==> config.mk <==
export PLATFORM = sky130hd
export DESIGN_NAME = voice_mixer
export DESIGN_NICKNAME = d
export VERILOG_FILES = /design/src/rtl/voice_mixer_pkg.sv /design/src/rtl/voice_mixer_sat_clip.sv /design/src/rtl/voice_mixer.sv
export SDC_FILE = /design/constraint.sdc
export NUM_CORES = 1
export LEC_CHECK = 0
export ABC_AREA = 1
export CORE_ASPECT_RATIO = 0.75
export CORE_UTILIZATION = 50
export CTS_BUF_LIST = sky130_fd_sc_hd__clkbuf_8
export DETAILED_ROUTE_END_ITERATION = 16
export GPL_TIMING_DRIVEN = 0
export PLACE_DENSITY = 0.74
export SLEW_MARGIN = 20
export SYNTH_ARGS = -nofsm -noshare
export SYNTH_HDL_FRONTEND = slang
export SYNTH_SLANG_ARGS = --single-unit
==> constraint.sdc <==
create_clock -name clk -period 3.05 [get_ports clk]
set_clock_uncertainty 0.1 [all_clocks]
set_input_delay 0.305 -clock clk [delete_from_list [all_inputs] [get_ports clk]]
set_output_delay 0.305 -clock clk [all_outputs]
set_load 0.05 [all_outputs]
==> src/rtl/voice_mixer_pkg.sv <==
// Shared constants for the N-voice output mixer.
// Mode codes and FSM state encoding.
package voice_mixer_pkg;

    localparam logic [1:0] MODE_SEL = 2'b00;
    localparam logic [1:0] MODE_SUM = 2'b01;
    localparam logic [1:0] MODE_AVG = 2'b10;
    localparam logic [1:0] MODE_RSV = 2'b11;

    typedef enum logic [1:0] {
        IDLE  = 2'd0,
        ACCUM = 2'd1,
        DONE  = 2'd2
    } state_e;

endpackage

==> src/rtl/voice_mixer_sat_clip.sv <==
// Saturating clip of a wide accumulator value down to M bits.
// Any set bit above the sample width forces full scale.
module sat_clip #(
    parameter int M  = 12,
    parameter int AW = 14
) (
    input  logic [AW-1:0] acc_i,
    output logic [M-1:0]  clip_o
);

    assign clip_o = (|acc_i[AW-1:M]) ? {M{1'b1}} : acc_i[M-1:0];

endmodule

==> src/rtl/voice_mixer.sv <==
// N-voice output stage: snapshots voices on a strobe, then selects
// one voice or mixes enabled voices through a single shared adder.
module voice_mixer
    import voice_mixer_pkg::*;
#(
    parameter  int M  = 12,
    parameter  int N  = 4,
    localparam int IW = $clog2(N),
    localparam int AW = M + IW
) (
    input  logic            clk,
    input  logic            rst,
    input  logic            sample_strobe,
    input  logic [N*M-1:0]  voices_in,
    input  logic [N-1:0]    voice_en,
    input  logic [1:0]      mode,
    input  logic [IW-1:0]   sel,
    output logic [M-1:0]    out,
    output logic            out_valid,
    output logic            busy,
    output logic            overrun
);

    localparam logic [IW-1:0] LAST = IW'(N - 1);
    localparam logic [IW:0]   NV   = (IW + 1)'(N);

    state_e           state_q, state_d;
    logic [AW-1:0]    acc_q, acc_d;
    logic [IW-1:0]    idx_q, idx_d;
    logic [N*M-1:0]   snap_v_q, snap_v_d;
    logic [N-1:0]     snap_en_q, snap_en_d;
    logic [1:0]       snap_mode_q, snap_mode_d;
    logic [IW-1:0]    snap_sel_q, snap_sel_d;
    logic [M-1:0]     out_q, out_d;
    logic             valid_q, valid_d;
    logic             overrun_q, overrun_d;

    logic [M-1:0]     cur_voice;
    logic [IW-1:0]    sel_idx;
    logic [M-1:0]     sel_voice;
    logic [M-1:0]     clip_out;
    logic [M-1:0]     result;

    assign cur_voice = snap_v_q[int'(idx_q) * M +: M];

    // Out-of-range select indices fall back to voice 0
    assign sel_idx   = ({1'b0, snap_sel_q} < NV) ? snap_sel_q : '0;
    assign sel_voice = snap_v_q[int'(sel_idx) * M +: M];

    sat_clip #(
        .M  (M),
        .AW (AW)
    ) u_clip (
        .acc_i  (acc_q),
        .clip_o (clip_out)
    );

    always_comb begin
        result = sel_voice;
        unique case (snap_mode_q)
            MODE_SUM: result = clip_out;
            MODE_AVG: result = acc_q[AW-1:IW];
            default:  result = sel_voice;
        endcase
    end

    always_comb begin
        state_d     = state_q;
        acc_d       = acc_q;
        idx_d       = idx_q;
        snap_v_d    = snap_v_q;
        snap_en_d   = snap_en_q;
        snap_mode_d = snap_mode_q;
        snap_sel_d  = snap_sel_q;
        out_d       = out_q;
        valid_d     = 1'b0;
        overrun_d   = 1'b0;
        unique case (state_q)
            IDLE: begin
                if (sample_strobe) begin
                    state_d     = ACCUM;
                    snap_v_d    = voices_in;
                    snap_en_d   = voice_en;
                    snap_mode_d = mode;
                    snap_sel_d  = sel;
                    acc_d       = '0;
                    idx_d       = '0;
                end
            end
            ACCUM: begin
                overrun_d = sample_strobe;
                if (snap_en_q[idx_q]) begin
                    acc_d = acc_q + AW'(cur_voice);
                end
                if (idx_q == LAST) begin
                    idx_d   = '0;
                    state_d = DONE;
                end else begin
                    idx_d = idx_q + 1'b1;
                end
            end
            DONE: begin
                overrun_d = sample_strobe;
                out_d     = result;
                valid_d   = 1'b1;
                state_d   = IDLE;
            end
            default: state_d = IDLE;
        endcase
    end

    always_ff @(posedge clk or posedge rst) begin
        if (rst) begin
            state_q     <= IDLE;
            acc_q       <= '0;
            idx_q       <= '0;
            snap_v_q    <= '0;
            snap_en_q   <= '0;
            snap_mode_q <= MODE_SEL;
            snap_sel_q  <= '0;
            out_q       <= '0;
            valid_q     <= 1'b0;
            overrun_q   <= 1'b0;
        end else begin
            state_q     <= state_d;
            acc_q       <= acc_d;
            idx_q       <= idx_d;
            snap_v_q    <= snap_v_d;
            snap_en_q   <= snap_en_d;
            snap_mode_q <= snap_mode_d;
            snap_sel_q  <= snap_sel_d;
            out_q       <= out_d;
            valid_q     <= valid_d;
            overrun_q   <= overrun_d;
        end
    end

    assign out       = out_q;
    assign out_valid = valid_q;
    assign busy      = (state_q != IDLE);
    assign overrun   = overrun_q;

endmodule

=== Word level (Yosys, flattened, before mapping) ===
Cells that the tools add are included.

* Register bits: 88
* Word-level logic and storage cells: 49
* Bits of input ports: 59

* Reduce and logical (&&, ||, !) cells: 9
* Order comparisons: 1
* Shift operators: 2
* Equality and inequality tests: 8
* Muxes and demuxes: 15
* Multiply operators: 2
* Add/subtract/negate cells: 2

{| class="wikitable"
|+ Operator list
! cell !! count
|-
| indexed part select 48 x 7 -> 12 bit || 2
|-
| 2-to-1 mux 14 bit || 2
|-
| case mux 14 bit (2 select lines) || 1
|-
| case mux 12 bit (2 select lines) || 1
|-
| adder 14 x 12 -> 14 bit || 1
|-
| 2-to-1 mux 12 bit || 1
|-
| multiplier 2 x 2 -> 4 bit, second input constant || 2
|-
| 2-to-1 mux 2 bit || 4
|-
| case mux 2 bit (2 select lines) || 2
|-
| == test 2 bit, second input constant || 3
|-
| inequality test 2 bit, second input constant || 3
|-
| AND reduction 2 bit || 3
|-
| == test 2 x 1 -> 1 bit, second input constant || 2
|-
| nonzero test 2 bit || 2
|-
| OR reduction 2 bit || 2
|-
| less-than comparator 2 x 3 -> 1 bit, second input constant || 1
|-
| 2-to-1 mux 1 bit || 3
|-
| AND reduction 3 bit || 1
|-
| adder 2 x 1 -> 2 bit, second input constant || 1
|-
| binary-select mux 1 bit (select 2 bit) || 1
|-
| zero test 2 bit || 1
|}

=== Logic depth before layout (Yosys ltp) ===
Gate-level depths: netlist (run 1).

* Depth after elaboration: 5
* Gate-level depth with buffers: 16
* Mapped depth without buffers: 14

=== By module ===
Synthesis (run 1) repeated with hierarchy kept, for this count alone.

* Cells, all modules: 630
* Area, all modules: 5122.4 um2

{| class="wikitable"
|+ Modules (own cells, without submodules)
! module !! instances !! cells an instance !! seq. area each (um2) !! area each (um2)
|-
| voice_mixer || 1 || 604 || 2202.1 || 5014.8
|-
| sat_clip || 1 || 26 || 0.0 || 107.6
|}

=== Least setup slack after synthesis (run 1) ===
No wires, ideal clock.

* Path kind: flip-flop to flip-flop
* Start point: register idx_q[0]
* End point: register acc_q[12]
* Setup time: 0.117 ns
* Arrival time: 2.230 ns
* Cell stages (with the launch flop): 17
* Path slack: 0.603 ns
* Cell sequence: dfrtp_1 > buf_6 > inv_4 > clkbuf_1 > nor2_1 > o22ai_1 > ha_1 > inv_1 > fa_1 > inv_1 > nand3_1 > nand2_1 > nand3_1 > nand3_1 > nand3_2 > nand2_1 > nor2_2

* Longest elaborated chain between the ends: 5
* Elaborated cells between the ends (all ways): 9
* Classes of those cells: add/sub: 1; mul: 1; eq/ne: 1; shift: 1; mux: 4; reduce/logical: 1

{| class="wikitable"
|+ RTL lines
! what !! RTL line !! text
|-
| start: declaration || voice_mixer.sv:29 || <nowiki>logic [IW-1:0] idx_q, idx_d;</nowiki>
|-
| start signal: assignment || voice_mixer.sv:127 || <nowiki>idx_q <= idx_d;</nowiki>
|-
| multiplier 2 x 2 -> 4 bit || voice_mixer.sv:44 || <nowiki>assign cur_voice = snap_v_q[int'(idx_q) * M +: M];</nowiki>
|-
| indexed part select 48 x 7 -> 12 bit || voice_mixer.sv:44 ||
|-
| adder 14 x 12 -> 14 bit || voice_mixer.sv:93 || <nowiki>acc_d = acc_q + AW'(cur_voice);</nowiki>
|-
| 2-to-1 mux 14 bit || voice_mixer.sv:92 || <nowiki>if (snap_en_q[idx_q]) begin</nowiki>
|-
| case mux 14 bit (2 select lines) || voice_mixer.sv:78 || <nowiki>unique case (state_q)</nowiki>
|-
| end signal: assignment || voice_mixer.sv:115 || <nowiki>acc_q <= '0;</nowiki>
|-
| end signal: assignment || voice_mixer.sv:126 || <nowiki>acc_q <= acc_d;</nowiki>
|-
| end: declaration || voice_mixer.sv:28 || <nowiki>logic [AW-1:0] acc_q, acc_d;</nowiki>
|}

Parallel ways exist; a longest one is shown, timed or not. The select of a mux whose other input is x is not followed.
A chain may end at the register's enable or synchronous reset.

=== Worst setup path in the final report (run 1) ===
* Start point: register idx_q[1]
* End point: register acc_q[8]

The elaborated chain is that of the path after synthesis.

==> results of run 1 <==
registers in the layout, summed over array words and instances, names as in the netlist:
signal,cells
out,12
overrun,1
state_q,2
sel_idx,2
out_valid,1
snap_mode_q,2
snap_v_q,48
idx_q,2
acc_q,14
snap_en_q,4
worst max path at each step:
| stage | end | depth (start not counted) |
|---|---|---|
| after CTS | acc_q[12] | 16 |
| after detailed placement | acc_q[12] | 16 |
| final | acc_q[8] | 11 |
| after global placement | acc_q[10] | 2 |
| after global routing | acc_q[12] | 16 |
| after floorplan | acc_q[0] | 1 |
area by class of cell:
class,count,share of cell area [%]
buffer,27,2.15
clock buffer,9,2.03
clock inverter,6,0.901
inverter,60,3.77
multi-input combinational,409,40.1
sequential,88,36.1
tap,132,2.70
timing repair buffer,74,12.3
stage by stage:
step / total power (uW) / instances / util, % / hold slack [ns] / worst slack, ns
6_report: 7090 / 805 / 63.0 / 0.231 / 0.190
5_1_grt: 7590 / 805 / 63.0 / 0.292 / 0.0140
4_1_cts: 7010 / 805 / 63.0 / 0.257 / 0.0740
3_5_place_dp: 6210 / 790 / 61.1 / 0.409 / 0.0813
3_3_place_gp: 6070 / 789 / 60.9 / 0.394 / -0.897
2_1_floorplan: 4930 / 584 / - / 0.309 / 0.366
cell usage in the layout (no fill, tap or decap), types with 2 or more instances in the layout:
cell type        count
dfrtp_1             88
nor2_1              79
o21ai_0             77
nand2_1             76
clkdlybuf4s50_1     73
inv_1               58
mux2_2              45
nand3_1             24
o22ai_1             21
a21oi_1             18
ha_1                18
clkbuf_1            13
buf_2               12
o211ai_1            11
clkbuf_8             9
xnor2_1              4
o21ai_1              4
o221ai_1             4
nand3_2              3
inv_2                3
buf_6                2
inv_4                2
xor2_1               2
a31oi_1              2
mux2_1               2
nor2_2               2
o21a_1               2
nand4_1              2
critical path, cell delays in order (launching register included):
cell	delay [ns]
dfrtp_1	0.44
inv_1	0.18
clkbuf_1	0.42
o21ai_0	0.16
o22ai_1	0.20
ha_1	0.33
a21oi_1	0.24
nand2_1	0.17
a21oi_1	0.29
nand2_1	0.08
nand2_1	0.07
o22ai_1	0.06
cells by family (layout without fill, tap and decap cells):
family,count (synthesis),in the layout
buffers and inverters,87,176
AOI/OAI and AO/OA,143,143
xor gates and xnor gates,6,6
DFF,88,88
muxes,47,47
adders and majority gates,19,19
and+or+nand+nor,194,194
where the power goes:
| part | total, uW | switching, uW | internal, uW |
|---|---|---|---|
| registers | 2170 | 465 | 1700 |
| logic | 4130 | 2590 | 1540 |
| clock network | 787 | 421 | 366 |
per-layer routing:
layer / GRT usage [%] / part of all wire (%) / up-vias
li1: - / - / 2142
met4: 13.3 / 3.2 / 0
met1: 41.0 / 46 / 2213
met5: 0 / 0 / -
met3: 7.86 / 8.7 / 41
met2: 43.5 / 42 / 234
==> metrics.md, run 1 <==
| Metric | Value |
|---|---|
| Kind of critical path | reg -> reg |
| Filler cells | 843 |
| First-pass GRT wire length | 23100 um |
| Most used DFF post-synth | dfrtp_1 |
| Io pins | 74 |
| Final worst-path cycle share | 93.8% |
| RR Startpoint | idx_q[1] |
| Synth Area in Adders | 4.90% |
| CTS sink count | 88 |
| Largest net degree at the start of global routing | 47 |
| FF+latch area | 2200 um^2 |
| Worst-margin pin slew | 0.584 ns |
| RR Endpoint | acc_q[8] |
| GRT Util Overall | 29.5% |
| CP Capture Type | flop |
| Drt drc | 0 |
| Row count | 31 |
| Reg2Reg Depth | 11 |
| Worst Path Arrival | 3.03 ns |
| Post-DRT Antenna Nets | 0 |
| PD cells | 1160 nW/um^2 |
| Synth Cell Area | 5010 um^2 |
| Pleak | 0.00274 uW |
| Mux cell area share after synthesis | 10.6% |
| Syn nets | 662 |
| Worst-path clk slew | 0.09 ns |
| WL per Instance | 18.1 um |
| MaxCap Viol Count | 0 |
| Synth Area in Simple Gates | 16.3% |
| Fin. Hold Viols | 0 |
| Worst slew margin | 60.6% |
| Detail Placement HPWL | 11200 um |
| Post-CTS setup buffers | 0 |
| Data required, critical path | 3.22 ns |
| Die area | 10400 um^2 |
| HP Class | in -> async |
| Drt via density | 5.75 |
| Final min period | 2.86 ns |
| Layout Nets | 747 |
| Post-Route WL | 14500 um |
| Layout area overhead | 21.9% |
| R2R Setup Slk | 0.19 ns |
| Vias in the first global route | 4314 |
| Number of synthesized register bits | 88 |
| Post-synth EDFFs | 0 |
| Design Area, Final | 6110 um^2 |
| Final setup fails | 0 |
| Ant diodes | 0 |
| Final TNS setup | 0 ns |
| Synth Area in Compound Gates | 16.1% |
| Worst setup SP type | flop |
| Clk_lat worst skew | 0.38 ns |
| Area after DPL | 5930 um^2 |
| Die span in x | 118 um |
| Drt pass-1 iters | 5 |
| Max Root-Sink Buffers | 2 |
| XOR/XNOR Fraction of Synth Area | 1.05% |
| Seq/Total Area, Yosys | 44.0% |
| TritonCTS buffer count | 9 |
| Synth Warn # | 0 |
| RSZ-0062 raised after global routing | false |
| Main combinational cell family by area after synthesis | simple AND/OR/NAND/NOR gates |
| Status | completed |
| CTS tree | built |
| Syn avg cell area | 8.58 um^2 |
| Die H | 88.7 um |
| Commonest cells post-synth | dfrtp_1, nor2_1, o21ai_0 |
| Most common cell in the netlist | dfrtp_1 |
| Core area | 9700 um^2 |
| PortBufs | 73 |
| Crit Path Max Fanout | 10 |
| Number of gates resized after cts | 0 |
| Initial antenna violation count | 0 |
| Top cells by area, synth | dfrtp_1, mux2_2, o21ai_0 |
| Via count | 4630 |
| Synth area leader | dfrtp_1 |
| Placer Congestion | 0.922 |
| Grt ovf | 0 |
| Multi-input gate area | 2450 um^2 |
| Clock root cell | clkbuf_8 |
| Fmax | 350 MHz |
| Synth top area share | 44.0% |
| Initial Util | 51.7% |
| Share of layout cells above drive strength 1 | 13.1% |
| Synth async-reset ratio | 100% |
| H-tree depth | 3 |
| Max IR drop VDD | 0.476 mV |
| Post-Syn Instances | 584 |
| Unique masters post-synth | 39 |
| Worst setup startpoint | idx_q[1] |
| Starting DRT DRC Count | 377 |
| Max-slew violations | 0 |
| Hold_buf cts | 0 |
(Power assumes the default switching activity.)
==> inputs of run 2 (changes only) <==
- CTS_BUF_LIST: sky130_fd_sc_hd__clkbuf_8 -> unset
- clock period: 3.05 -> 3.2 ns (I/O delays scaled with it)
==> run 2 against run 1 <==
  * Worst hold slack gained 0.054 ns
  * Cell area grew 1.6%
  * Die area is the same
  * Critical path depth grew 3
==> metrics.md, run 2 (same netlist as run 1, synthesis figures left out) <==
| Metric | Value |
|---|---|
| Status | completed |
| H-tree depth | 3 |
| Clock root cell | clkbuf_16 |
| Critical-path top delay cell | clkbuf_1 |
| Critical path's most frequent cell | nand2_1 |
| PD cells | 1140 nW/um^2 |
| First-pass GRT wire length | 23200 um |
| CP Capture Type | flop |
| Power, Total | 7050 uW |
| Row count | 31 |
| Die area | 10400 um^2 |
| Biggest register | snap_v_q |
| Kind of critical path | reg -> reg |
| Initial Util | 51.7% |
| Max FFs per register | 48 |
| Ant diodes | 0 |
| Final setup fails | 0 |
| CTS sink count | 88 |
| Fin. Hold Viols | 0 |
| Most frequent cells in the layout | dfrtp_1, nor2_1, o21ai_0, nand2_1, clkdlybuf4s50_1 |
| Via count | 4612 |
| MaxCap Viol Count | 0 |
| Final worst-path cycle share | 91.1% |
| Drt drc | 0 |
| Worst Path Arrival | 3.04 ns |
| Max Root-Sink Buffers | 2 |
| Crit Path Max Fanout | 18 |
| WP buf/inv | 4 |
| Hold_buf cts | 0 |
| Grt ovf | 0 |
| Max IR drop VDD | 0.446 mV |
| Die span in x | 118 um |
| Layout area overhead | 23.9% |
| Clk_lat worst skew | 0.34 ns |
| Worst slew margin | 61.4% |
| Design Area, Final | 6200 um^2 |
| HP Class | in -> async |
| CTS tree | built |
| Io pins | 74 |
| RR Startpoint | idx_q[0] |
| Pleak | 0.00277 uW |
| GRT Util Overall | 29.7% |
| RSZ-0062 raised after global routing | false |
| Placed Cells | 790 |
| Area after DPL | 5930 um^2 |
| Non-Filler Instances | 804 |
| Initial antenna violation count | 0 |
| Core area | 9700 um^2 |
| Fmax | 343 MHz |
| Post-Route WL | 14700 um |
| Drt via density | 5.74 |
| Number of gates resized after cts | 0 |
| Placer Congestion | 0.922 |
| Final min period | 2.91 ns |
| Vias in the first global route | 4320 |
| Data required, critical path | 3.33 ns |
| Worst setup SP type | flop |
| Layout Nets | 746 |
| Largest net degree at the start of global routing | 47 |
| CP Cell Sequence | buf_6 > inv_4 > clkbuf_1 > nor2_1 > o22ai_1 > ha_1 > nand2_1 > inv_1 > nand2_1 > nand2_1 > a21oi_1 > nand2_1 > nand2_1 > o22ai_1 |
| Post-DRT Antenna Nets | 0 |
| Die H | 88.7 um |
| Worst-margin pin slew | 0.573 ns |
| WL per Instance | 18.3 um |
| Fin util | 64.0% |
| Final TNS setup | 0 ns |
| Post-CTS setup buffers | 0 |
| CP top delay family | buffers and inverters |
| Starting DRT DRC Count | 443 |
| Drt pass-1 iters | 6 |
| Worst-path clk slew | 0.06 ns |
| Most common cell after layout, fill and taps aside | dfrtp_1 |
| Worst setup startpoint | idx_q[0] |
| Max-slew violations | 0 |
| Share of layout cells above drive strength 1 | 12.9% |
| PortBufs | 73 |
| Crit-path max cell delay | 0.48 ns |
| TritonCTS buffer count | 9 |
| Detail Placement HPWL | 11200 um |
run 2: per-stage QoR:
stage	setup WS [ns]	hold slack [ns]
final	0.286	0.286
after detailed placement	0.231	0.409
after floorplan	0.501	0.324
after global placement	-0.762	0.394
after global routing	0.0721	0.353
after CTS	0.224	0.313
run 2: worst reg2reg max path, cell delays in order, from the launching register on:
cell      delay, ns
dfrtp_1        0.39
buf_6          0.15
inv_4          0.16
clkbuf_1       0.48
nor2_1         0.08
o22ai_1        0.31
ha_1           0.35
nand2_1        0.13
inv_1          0.05
nand2_1        0.06
nand2_1        0.07
a21oi_1        0.26
nand2_1        0.08
nand2_1        0.07
o22ai_1        0.05
run 2: final timing paths:
| path | end | slack [ns] | cells past startpoint |
|---|---|---|---|
| worst min-delay path | snap_v_q[2] | 0.29 | 2 |
| worst max register to register | acc_q[8] | 0.29 | 14 |
| worst min register to register | out[2] | 0.42 | 2 |
| worst max-delay path | acc_q[8] | 0.29 | 14 |
| min in group clk | out[2] | 0.42 | 2 |
| max in group asynchronous | acc_q[6] | 2.08 | 3 |
run 2: final cells by class:
| type | instances | area, um^2 |
|---|---|---|
| fillers | 825 | 3490 |
| multi-input cells | 409 | 2450 |
| flip-flops and latches | 88 | 2200 |
| repair buffers | 74 | 751 |
| clock buffers | 12 | 236 |
| inverters | 60 | 230 |
| well taps | 132 | 165 |
| plain buffers | 26 | 126 |
| clock inverters | 3 | 43.8 |
run 2: power by group:
part	total (uW)	internal [uW]	switching, uW
registers	2070	1630	447
logic	3950	1470	2480
clock network	1040	602	434
run 2: metal layers:
layer	vias to the layer above	part of all wire (%)	track usage [%]
li1	2139	-	-
met1	2200	45	41.2
met2	228	42	44.7
met3	45	8.6	7.15
met4	0	3.5	12.8
met5	-	0	0
==> inputs of run 3 (changes only) <==
- CORE_MARGIN: unset -> 3
- SLEW_MARGIN: 20 -> unset
==> run 3 against run 2 <==
  * Sequential cell count unchanged
  * Register-to-register slack is essentially flat
  * Cell area increased by 0.54%
  * Final cell count shrank 0.25%
  * Die area grew 8.1%
  * Power rose by 0.91%
  * Sequential share of layout area is 0.19 points lower
  * Critical path depth down 3
  * Core utilization rose by 2.5 points
  * Global-route usage is 1.8 points lower
  * Clock power is 6% higher
  * Critical path type unchanged
  * Critical endpoint is now acc_q[12]
==> metrics.md, run 3 (same netlist as run 1, synthesis figures left out) <==
| Metric | Value |
|---|---|
| Status | completed |
| HP Class | in -> async |
| Fmax | 342 MHz |
| Die H | 92.7 um |
| Max IR drop VDD | 0.517 mV |
| Worst-margin pin slew | 0.625 ns |
| CTS tree | built |
| Fin util | 66.5% |
| Die span in x | 122 um |
| PD cells | 1140 nW/um^2 |
| Worst slew margin | 58.3% |
| Largest net degree at the start of global routing | 50 |
| Hold_buf cts | 0 |
| TritonCTS buffer count | 9 |
| Design Area, Final | 6240 um^2 |
| MaxCap Viol Count | 0 |
| Drt via density | 5.88 |
| Worst-path clk slew | 0.07 ns |
| Starting DRT DRC Count | 496 |
| Max-slew violations | 0 |
| WL per Instance | 18.9 um |
| Biggest register | snap_v_q |
| Core area | 9380 um^2 |
| Non-Filler Instances | 802 |
| Filler cells | 804 |
| Die area | 11300 um^2 |
| Row count | 30 |
| Post-DRT Antenna Nets | 0 |
| Kind of critical path | reg -> reg |
| Clk_lat worst skew | 0.35 ns |
| Layout Nets | 747 |
| Final TNS setup | 0 ns |
| Share of layout cells above drive strength 1 | 13.6% |
| Post-Route WL | 15200 um |
| Drt drc | 0 |
| Clock root cell | clkbuf_16 |
| PortBufs | 73 |
| Final min period | 2.92 ns |
| Max FFs per register | 48 |
| CP Capture Type | flop |
| Placer Congestion | 0.938 |
| CTS sink count | 88 |
| Most frequent cells in the layout | dfrtp_1, nor2_1, o21ai_0, nand2_1, clkdlybuf4s50_1 |
| Crit-path max cell delay | 0.43 ns |
| Via count | 4715 |
| Fin. Hold Viols | 0 |
| Initial antenna violation count | 0 |
| Worst Path Arrival | 3.06 ns |
| Data required, critical path | 3.34 ns |
| First-pass GRT wire length | 24100 um |
| R2R Setup Slk | 0.28 ns |
| Post-CTS setup buffers | 0 |
| Worst setup SP type | flop |
| Number of gates resized after cts | 0 |
| Ant diodes | 0 |
| Critical-path top delay cell | dfrtp_1 |
| Crit Path Max Fanout | 10 |
| Layout area overhead | 24.5% |
| Drt pass-1 iters | 5 |
| Placed Cells | 786 |
| Io pins | 74 |
| Vias in the first global route | 4638 |
| Detail Placement HPWL | 11500 um |
| Final setup fails | 0 |
| RSZ-0062 raised after global routing | false |
| Area after DPL | 5930 um^2 |
| Max Root-Sink Buffers | 2 |
| Final worst-path cycle share | 91.3% |
| Critical path's most frequent cell | nand3_1 |
| H-tree depth | 3 |
| GRT Util Overall | 27.8% |
| Most common cell after layout, fill and taps aside | dfrtp_1 |
| Grt ovf | 0 |
| Initial Util | 53.4% |
| CP Cell Sequence | inv_1 > clkbuf_1 > o21ai_0 > o22ai_1 > ha_1 > a21oi_1 > nand2_1 > nand3_1 > nand3_1 > a21oi_2 > nor2_2 |
| Pleak | 0.00279 uW |
## run 3: worst max-delay path: cells and delay by family (launching register included)
| family | cells | cell delay [ns] |
|---|---|---|
| and+or+nand+nor | 4 | 0.47 |
| DFF | 1 | 0.43 |
| buffers and inverters | 2 | 0.60 |
| AOI/OAI and AO/OA | 4 | 0.86 |
| adders and majority gates | 1 | 0.35 |
## run 3: layout make-up
type,count,area [um^2],area share (%)
multi-input cells,409,2450,39.3
flip-flops and latches,88,2200,35.3
repair buffers,74,758,12.2
clock buffers,10,239,3.83
inverters,60,230,3.69
well taps,128,160,2.57
plain buffers,27,131,2.11
clock inverters,6,67.6,1.08
## run 3: report_power, final
| part | switching, uW | internal [uW] |
|---|---|---|
| logic | 2500 | 1480 |
| registers | 425 | 1620 |
| clock network | 468 | 629 |
| total | 3390 | 3730 |
## run 3: layer usage
metal,global-route usage [%],vias to the layer above,wire length [um]
met5,0,-,0
li1,-,2152,-
met1,40.2,2237,6630
met2,41.7,286,6640
met3,6.11,40,1550
met4,8.96,0,364
## run 3: path summary, 6_finish.rpt
check,from,to,cells after the start
hold reg to reg,out[2],out[2],2
min in group clk,out[2],out[2],2
setup / recovery,idx_q[1],acc_q[12],11
setup reg to reg,idx_q[1],acc_q[12],11
max in group asynchronous,rst,acc_q[7],3
hold / removal,rst,snap_v_q[2],2
## run 3: through the flow
step	total power [uW]	setup slack [ns]	hold WS [ns]
2_1_floorplan	4700	0.501	0.324
3_3_place_gp	5800	-0.862	0.391
3_5_place_dp	5920	0.267	0.407
4_1_cts	7040	0.249	0.308
5_1_grt	7580	0.106	0.347
6_report	7120	0.279	0.275
